### src/rtl/seq_gen_pkg.sv
// seq_gen_pkg -- shared types and defaults for the serial pattern generator.
//
// Contents:
//   PAT_W_DEF / REP_W_DEF : default pattern width and repetition-count width
//   state_t               : generator FSM state encoding
//
// Configuration macro: SEQ_GEN_GAP_EN -- when defined, the GAP state exists
// and one idle bit slot separates consecutive repetitions. When undefined the
// state is not declared at all and repetitions run back-to-back.

package seq_gen_pkg;

  localparam int PAT_W_DEF = 8;
  localparam int REP_W_DEF = 4;

`ifdef SEQ_GEN_GAP_EN
  typedef enum logic [1:0] {
    IDLE  = 2'd0,
    SHIFT = 2'd1,
    GAP   = 2'd2,
    DONE  = 2'd3
  } state_t;
`else
  typedef enum logic [1:0] {
    IDLE  = 2'd0,
    SHIFT = 2'd1,
    DONE  = 2'd3
  } state_t;
`endif

endpackage

### src/rtl/seq_shift_reg.sv
// seq_shift_reg -- loadable pattern register with an indexed bit tap.
//
// The generator never physically shifts the pattern; it holds it still and
// walks a bit index downwards, which makes MSB-first order of a variable-length
// field trivial.
//
// Ports:
//   clk      in   clock, rising edge
//   reset    in   asynchronous active-high reset, clears the register
//   load     in   capture din on the next rising edge
//   din      in   PAT_W-bit pattern to capture
//   idx      in   bit index to present on bit_out
//   bit_out  out  din bit selected by idx (0 when idx is out of range)
//
// Configuration macro: none (SEQ_GEN_GAP_EN does not affect this block).

module seq_shift_reg #(
  parameter int PAT_W = 8,
  parameter int IDX_W = 3
) (
  input  logic             clk,
  input  logic             reset,
  input  logic             load,
  input  logic [PAT_W-1:0] din,
  input  logic [IDX_W-1:0] idx,
  output logic             bit_out
);

  logic [PAT_W-1:0] data;

  always_ff @(posedge clk or posedge reset) begin
    if (reset) begin
      data <= '0;
    end else if (load) begin
      data <= din;
    end
  end

  // Guard keeps non-power-of-two widths from reading past the top bit.
  always_comb begin
    bit_out = 1'b0;
    if (int'(idx) < PAT_W) begin
      bit_out = data[idx];
    end
  end

endmodule

### src/rtl/seq_pattern_gen.sv
// seq_pattern_gen -- serial test-pattern generator for a sequence detector.
//
// On an accepted start the generator captures pattern/len/reps and emits the
// low len bits of the pattern MSB-first, one bit per clock, repeated reps
// times (reps=0 counts as one). A single-cycle done pulse closes the transfer.
// All outputs are registered, so they show the decision made in the previous
// state: the first bit appears one cycle after busy rises, and done appears
// the cycle after the last bit.
//
// Ports:
//   clk      in   sole clock, rising edge
//   reset    in   asynchronous active-high reset
//   start    in   begin a transfer; honoured only in IDLE
//   abort    in   synchronous cancel; beats start in IDLE
//   pattern  in   PAT_W bits to send (len LSBs used)
//   len      in   bits per repetition; 0 or > PAT_W sends nothing
//   reps     in   repetition count (0 treated as 1)
//   x        out  serial bit, 0 whenever x_valid is low
//   x_valid  out  x carries a pattern bit
//   busy     out  transfer in progress
//   done     out  one-cycle completion pulse
//
// Configuration macro: SEQ_GEN_GAP_EN -- inserts exactly one idle slot
// (x_valid=0, busy=1) between consecutive repetitions. Without it repetitions
// are contiguous, so patterns overlapping across the repetition boundary
// reach the downstream detector.

module seq_pattern_gen
  import seq_gen_pkg::*;
#(
  parameter int PAT_W = PAT_W_DEF,
  parameter int REP_W = REP_W_DEF
) (
  input  logic                       clk,
  input  logic                       reset,
  input  logic                       start,
  input  logic                       abort,
  input  logic [PAT_W-1:0]           pattern,
  input  logic [$clog2(PAT_W+1)-1:0] len,
  input  logic [REP_W-1:0]           reps,
  output logic                       x,
  output logic                       x_valid,
  output logic                       busy,
  output logic                       done
);

  localparam int LEN_W = $clog2(PAT_W + 1);
  localparam int IDX_W = (PAT_W > 1) ? $clog2(PAT_W) : 1;

  state_t           state;
  state_t           state_next;
  logic [LEN_W-1:0] cnt;
  logic [LEN_W-1:0] cnt_next;
  logic [LEN_W-1:0] len_q;
  logic [LEN_W-1:0] len_next;
  logic [REP_W-1:0] rep_cnt;
  logic [REP_W-1:0] rep_next;
  logic             load;
  logic             cur_bit;
  logic             x_next;
  logic             x_valid_next;
  logic             busy_next;
  logic             done_next;
  logic             len_bad;

  // cnt never exceeds PAT_W-1 while it is used as an index, so the low
  // IDX_W bits address the whole register.
  seq_shift_reg #(
    .PAT_W (PAT_W),
    .IDX_W (IDX_W)
  ) u_shift_reg (
    .clk     (clk),
    .reset   (reset),
    .load    (load),
    .din     (pattern),
    .idx     (cnt[IDX_W-1:0]),
    .bit_out (cur_bit)
  );

  assign len_bad = (len == '0) || (len > LEN_W'(PAT_W));

  always_ff @(posedge clk or posedge reset) begin
    if (reset) begin
      state   <= IDLE;
      cnt     <= '0;
      len_q   <= '0;
      rep_cnt <= '0;
      x       <= 1'b0;
      x_valid <= 1'b0;
      busy    <= 1'b0;
      done    <= 1'b0;
    end else begin
      state   <= state_next;
      cnt     <= cnt_next;
      len_q   <= len_next;
      rep_cnt <= rep_next;
      x       <= x_next;
      x_valid <= x_valid_next;
      busy    <= busy_next;
      done    <= done_next;
    end
  end

  always_comb begin
    state_next   = state;
    cnt_next     = cnt;
    len_next     = len_q;
    rep_next     = rep_cnt;
    load         = 1'b0;
    x_next       = 1'b0;
    x_valid_next = 1'b0;
    busy_next    = 1'b0;
    done_next    = 1'b0;

    case (state)
      IDLE: begin
        // abort in IDLE silently drops a simultaneous start.
        if (start && !abort) begin
          load     = 1'b1;
          len_next = len;
          rep_next = (reps == '0) ? REP_W'(1) : reps;
          if (len_bad) begin
            state_next = DONE;
          end else begin
            cnt_next   = len - LEN_W'(1);
            busy_next  = 1'b1;
            state_next = SHIFT;
          end
        end
      end

      SHIFT: begin
        if (abort) begin
          state_next = IDLE;
        end else begin
          x_next       = cur_bit;
          x_valid_next = 1'b1;
          busy_next    = 1'b1;
          if (cnt == '0) begin
            if (rep_cnt <= REP_W'(1)) begin
              state_next = DONE;
            end else begin
              rep_next = rep_cnt - REP_W'(1);
`ifdef SEQ_GEN_GAP_EN
              state_next = GAP;
`else
              cnt_next = len_q - LEN_W'(1);
`endif
            end
          end else begin
            cnt_next = cnt - LEN_W'(1);
          end
        end
      end

`ifdef SEQ_GEN_GAP_EN
      GAP: begin
        if (abort) begin
          state_next = IDLE;
        end else begin
          busy_next  = 1'b1;
          cnt_next   = len_q - LEN_W'(1);
          state_next = SHIFT;
        end
      end
`endif

      DONE: begin
        // start here is ignored: the FSM only listens in IDLE.
        done_next  = 1'b1;
        state_next = IDLE;
      end

      default: begin
        state_next = IDLE;
      end
    endcase
  end

endmodule

### config.mk
export PLATFORM = sky130hd
export DESIGN_NAME = seq_pattern_gen
export DESIGN_NICKNAME = d
export VERILOG_FILES = /design/src/rtl/seq_gen_pkg.sv /design/src/rtl/seq_shift_reg.sv /design/src/rtl/seq_pattern_gen.sv
export SDC_FILE = /design/constraint.sdc
export NUM_CORES = 1
export LEC_CHECK = 0
export CAP_MARGIN = 40
export CORE_MARGIN = 2
export CORE_UTILIZATION = 52
export CTS_CLUSTER_DIAMETER = 50
export CTS_CLUSTER_SIZE = 8
export DETAILED_ROUTE_END_ITERATION = 16
export HOLD_SLACK_MARGIN = 0.05
export PLACE_DENSITY = 0.79
export SLEW_MARGIN = 20
export SYNTH_ARGS = -nofsm -noshare
export SYNTH_HDL_FRONTEND = slang
export SYNTH_SLANG_ARGS = --single-unit
### constraint.sdc
create_clock -name clk -period 2 [get_ports clk]
set_input_delay 0.4 -clock clk [delete_from_list [all_inputs] [get_ports clk]]
set_output_delay 0.4 -clock clk [all_outputs]
set_load 0.005 [all_outputs]
# Word-level counts from Yosys, hierarchy flattened
# Index checks and enable logic that the tools add are counted.
[op_classes] bitwise_logic=0 n_div=0 n_eq_ne=10 n_lt_le_gt_ge=3 n_addsub=4 muxes=30 reduce_logical=12 n_shift=0 n_mul=0
[ops] cell="2-to-1 mux 4 bit" n=10
[ops] cell="case mux 4 bit (2 select lines)" n=2
[ops] cell="subtractor 4 x 1 -> 4 bit, second input constant" n=4
[ops] cell="zero test 4 bit" n=3
[ops] cell="2-to-1 mux 1 bit" n=10
[ops] cell="2-to-1 mux 2 bit" n=5
[ops] cell="!= test 2 bit, second input constant" n=5
[ops] cell="AND reduction 5 bit" n=2
[ops] cell="!= test 3 bit, second input constant" n=3
[ops] cell="greater-than comparator 4 bit, second input constant" n=1
[ops] cell="<= comparator 4 x 1 -> 1 bit, second input constant" n=1
[ops] cell="< comparator 3 x 4 -> 1 bit, second input constant" n=1
[ops] cell="case mux 2 bit (2 select lines)" n=1
[ops] cell="binary-select mux 1 bit (select 3 bit)" n=1
[ops] cell="AND reduction 3 bit" n=1
[ops] cell="== test 2 x 1 -> 1 bit, second input constant" n=1
[ops] cell="== test 2 bit, second input constant" n=1
[ops] cell="zero test 2 bit" n=1
[ops] cell="case mux 1 bit (2 select lines)" n=1
[ops] cell="AND reduction 2 bit" n=1
[ops] cell="nonzero test 2 bit" n=1
[ops] cell="logical AND 1 bit" n=1
[ops] cell="zero test 1 bit" n=1
[ops] cell="logical OR 1 bit" n=1
[word_totals] mem_bits_ro=0 inputBits=20 latch_bits=0 wordCells=68 output_inout_bits=4 mem_count=0 mem_bits_rw=0 ff_bits=26

# Logic depth before layout (Yosys ltp)
[depth] word_depth=5 ltp_mapped=7 mapped_depth_nobuf=6

# Hierarchy
# A second synthesis with hierarchy kept.
[unflattened] hier_cells=112 area_unflattened_um2=1358.8
[modules_own_cells] module="seq_pattern_gen" cells_each=91 area_per_inst_um2=997.2 instances=1
[modules_own_cells] module="seq_shift_reg" cells_each=21 area_per_inst_um2=361.6 instances=1

# Least setup slack after synthesis
# No wires, ideal clock.
[synth_timing] path_kind="register -> register" start="register cnt[1]" end="register cnt[2]" required_ns=1.875 arrival_time_ns=1.575 stages_incl_launch_ff=7 setup_slack_ns=0.300 synth_period_minus_slack_ns=1.700 n_path_buf=1 cell_sequence="dfrtp_1 -> buf_2 -> nor4b_1 -> o22ai_2 -> ha_1 -> xnor2_1 -> mux2_4"
[synth_between] elab_chain_cells=4
[synth_rtl] element="start: declaration" line="seq_pattern_gen.sv:52" text="logic [LEN_W-1:0] cnt;"
[synth_rtl] element="start signal: assignment" line="seq_pattern_gen.sv:94" text="cnt <= cnt_next;"
[synth_rtl] element="subtractor 4 x 1 -> 4 bit or zero test 4 bit (tied branches)" line="seq_pattern_gen.sv:151, seq_pattern_gen.sv:139"
[synth_rtl] element="2-to-1 mux 4 bit" line="seq_pattern_gen.sv:139" text="if (cnt == '0) begin"
[synth_rtl] element="2-to-1 mux 4 bit" line="seq_pattern_gen.sv:133" text="if (abort) begin"
[synth_rtl] element="case mux 4 bit (2 select lines)" line="seq_pattern_gen.sv:115" text="case (state)"
# Several ways; a longest one is shown, not always the timed one. The select of a mux whose other input is x is not followed.
# A chain may end at the register's enable or synchronous reset.

# Worst setup path in the final report
# Same ends and word-level chain as after synthesis.

==> flow_summary.ini <==
[final_layout]
register_area_sq_um = 651
diodes = 0
instances_no_fill = 178
post_route_cells_drive_above_1_share = 0.264
multiInputGateArea_sq_um = 694
area_growth_pct = 26.1
nFillCells = 188
final_nets = 172

[timing]
setup_violations = 0
min_period_ps = 1820
setup_ws_ps = 179
clock_skew_ps = 12.8
drv_slew = 0
fin_crit_sh = 0.911
hold_violations = 0
slew_headroom = 0.627
worst_pin_slew_ps = 554
rsz0062_at_grt = no
max_freq_mhz = 549
setup_tns_ps = 0

[logic_synthesis]
synth_most_common_cell = dfrtp_1
synth_cell_types = 41
synthFlopType = dfrtp_1
ys_ff_latch = 26
yosysSeqAreaShare = 0.466
async_flop_share = 1.00
synthesis.nets = 139
synthCells = 116
synth_common_cells = 26 x dfrtp_1, 12 x mux2_2, 9 x nor2_1
syn-cell-area_sq_um = 1400
synth_edf_count = 0
synth_area_leader_cell = dfrtp_1
avgSynthCellArea_sq_um = 12.0
ys_warn_count = 0
netlist_top_cells_area = dfrtp_1 47%, mux2_2 9.7%, mux4_2 3.2%
synth_top_area_frac = 0.466

[placed_design]
numPlacedInstances = 174
place_ws_ps = 18.8
numPortBuffers = 23
hpwl_um = 2240
gp_congestion = 0.888

[power_and_ir_drop]
p_sw_mw = 0.483
power_density_nw_per_um2 = 917
p_leak_nw = 0.719
seq_power_share = 0.494
swShare = 0.299
internal_power_mw = 1.13
pwr-share-clk = 0.219
p_comb_frac = 0.287
ir_worst_vdd_v = 0.000836

[setup_path]
max_stage_delay_ps = 530
crit_path_cell_trace = nor4b_1 > o22ai_2 > ha_1 > xnor2_1 > mux2_4
timing.critical_path.arrival_ps = 2040
required_ps = 2220
cp_top_family = flip-flops
critPathSlowestCell = dfrtp_1
path_buf_inv = 0
worstSetupStartpointType = flip-flop
crit_fanout = 8
crit_type = flip-flop to flip-flop
endpoint_kind = flip-flop

[detailed_routing]
drt-initial-drc-count = 16
routed-wl-met3_um = 114
top_layer = met4
drc = 0
wl_met2_um = 1480
drt_pass1_iterations = 7
detail_route.wl_per_cell_um = 16.1
vias = 1068
antenna_left = 0
via_per_inst = 6.00
wl_met1_um = 1250
routed_wl_um = 2870

[cts]
clock_latency_ps = 320
cts_tree = done
htreeDepth = 1
cts_root_buffer = clkbuf_4
clock-sinks = 26
post_cts_resized = 0
cts.reportedPaths.clkPinSlew_ps = 140
cts_buffers = 3
clock_path_buffers = 2
post_cts_buffers = 0
cts_hold_buf = 0

[min_path]
hold_class = primary input to asynchronous set/reset pin

[die]
dieArea_sq_um = 3120
fp.dieH_um = 55.8
num_io_pins = 24
core.rowCount = 18
start_util = 0.554
die_w_um = 55.8
core_area_sq_um = 2520

[global_routing]
grt_pass1_wl_um = 4960
grt_max_degree = 27
grt_overflow = 0
antenna_found_initial = 0
track_usage = 0.202
grt_pass1_vias = 1078

[status]
outcome = complete, no violations

[flow_run]
cap_violations = 0
## final timing paths
kind,slack (ps),cells after the start,startpoint,end
worst max-delay path,180,5,cnt[1],cnt[2]
worst min-delay path,400,3,reset,rep_cnt[0]
worst max register to register,180,5,cnt[1],cnt[2]
worst min register to register,520,1,len_q[3],len_q[3]
max in group asynchronous,1340,3,reset,len_q[0]
min in group clk,520,1,len_q[3],len_q[3]
## per-stage QoR
stage,cell area (sq um),util,hold slack (ps),total power [mW]
2_1_floorplan,1400,-,440,1.13
3_3_place_gp,1710,0.678,482,1.25
3_5_place_dp,1710,0.678,491,1.28
4_1_cts,1760,0.699,399,1.63
5_1_grt,1760,0.699,412,1.72
6_report,1760,0.699,398,1.62
## per-layer routing
| layer | vias up | track usage |
|---|---|---|
| li1 | 502 | - |
| met2 | 27 | 0.361 |
| met3 | 4 | 0.0488 |
| met5 | - | 0 |
| met1 | 535 | 0.245 |
| met4 | 0 | 0.0510 |
## power groups by stage
stage | sequential, mW | clock [mW] | combinational, mW
after floorplan | 0.732 | 0 | 0.395
after global placement | 0.803 | 0 | 0.449
after detailed placement | 0.810 | 0 | 0.466
after CTS | 0.800 | 0.360 | 0.468
after global routing | 0.825 | 0.383 | 0.513
final | 0.799 | 0.354 | 0.464
## kinds of logic after synthesis
group                    count (synthesis)  synth area share
buffers and inverters                   10            0.0376
multiplexers                            18             0.165
XOR/XNOR                                 1           0.00627
flip-flops                              26             0.466
AO/OA/AOI/OAI                           25             0.132
adder cells (fa/ha/maj)                  3            0.0269
AND/OR/NAND/NOR                         33             0.167
## state kept, by name, summed over array words and instances, names as in the netlist
register,cells
busy,1
cnt,4
done,1
len_q,4
rep_cnt,4
state,2
u_shift_reg.data,8
x,1
x_valid,1
## placed cells by master, fill, tap and decap left out, types with 3 or more instances in the layout
cell type / count
or3b_1: 4
clkdlybuf4s50_1: 23
nor3_1: 3
clkbuf_4: 3
mux2_2: 12
a31oi_1: 3
inv_1: 4
dfrtp_1: 26
buf_4: 11
ha_1: 3
nor4b_1: 4
nor2_1: 9
## cell type report
cell class	instances	area share
Inverter	4	0.00852
Clock buffer	3	0.0128
Sequential cell	26	0.369
Clock inverter	1	0.0170
Multi-Input combinational cell	80	0.394
Timing Repair Buffer	34	0.177
Tap cell	30	0.0213
## worst min-delay path, stage by stage
cell,delay (ps)
clkdlybuf4s50_1,390
inv_1,50
buf_4,310
No activity file was read; power rests on OpenSTA's default activity.
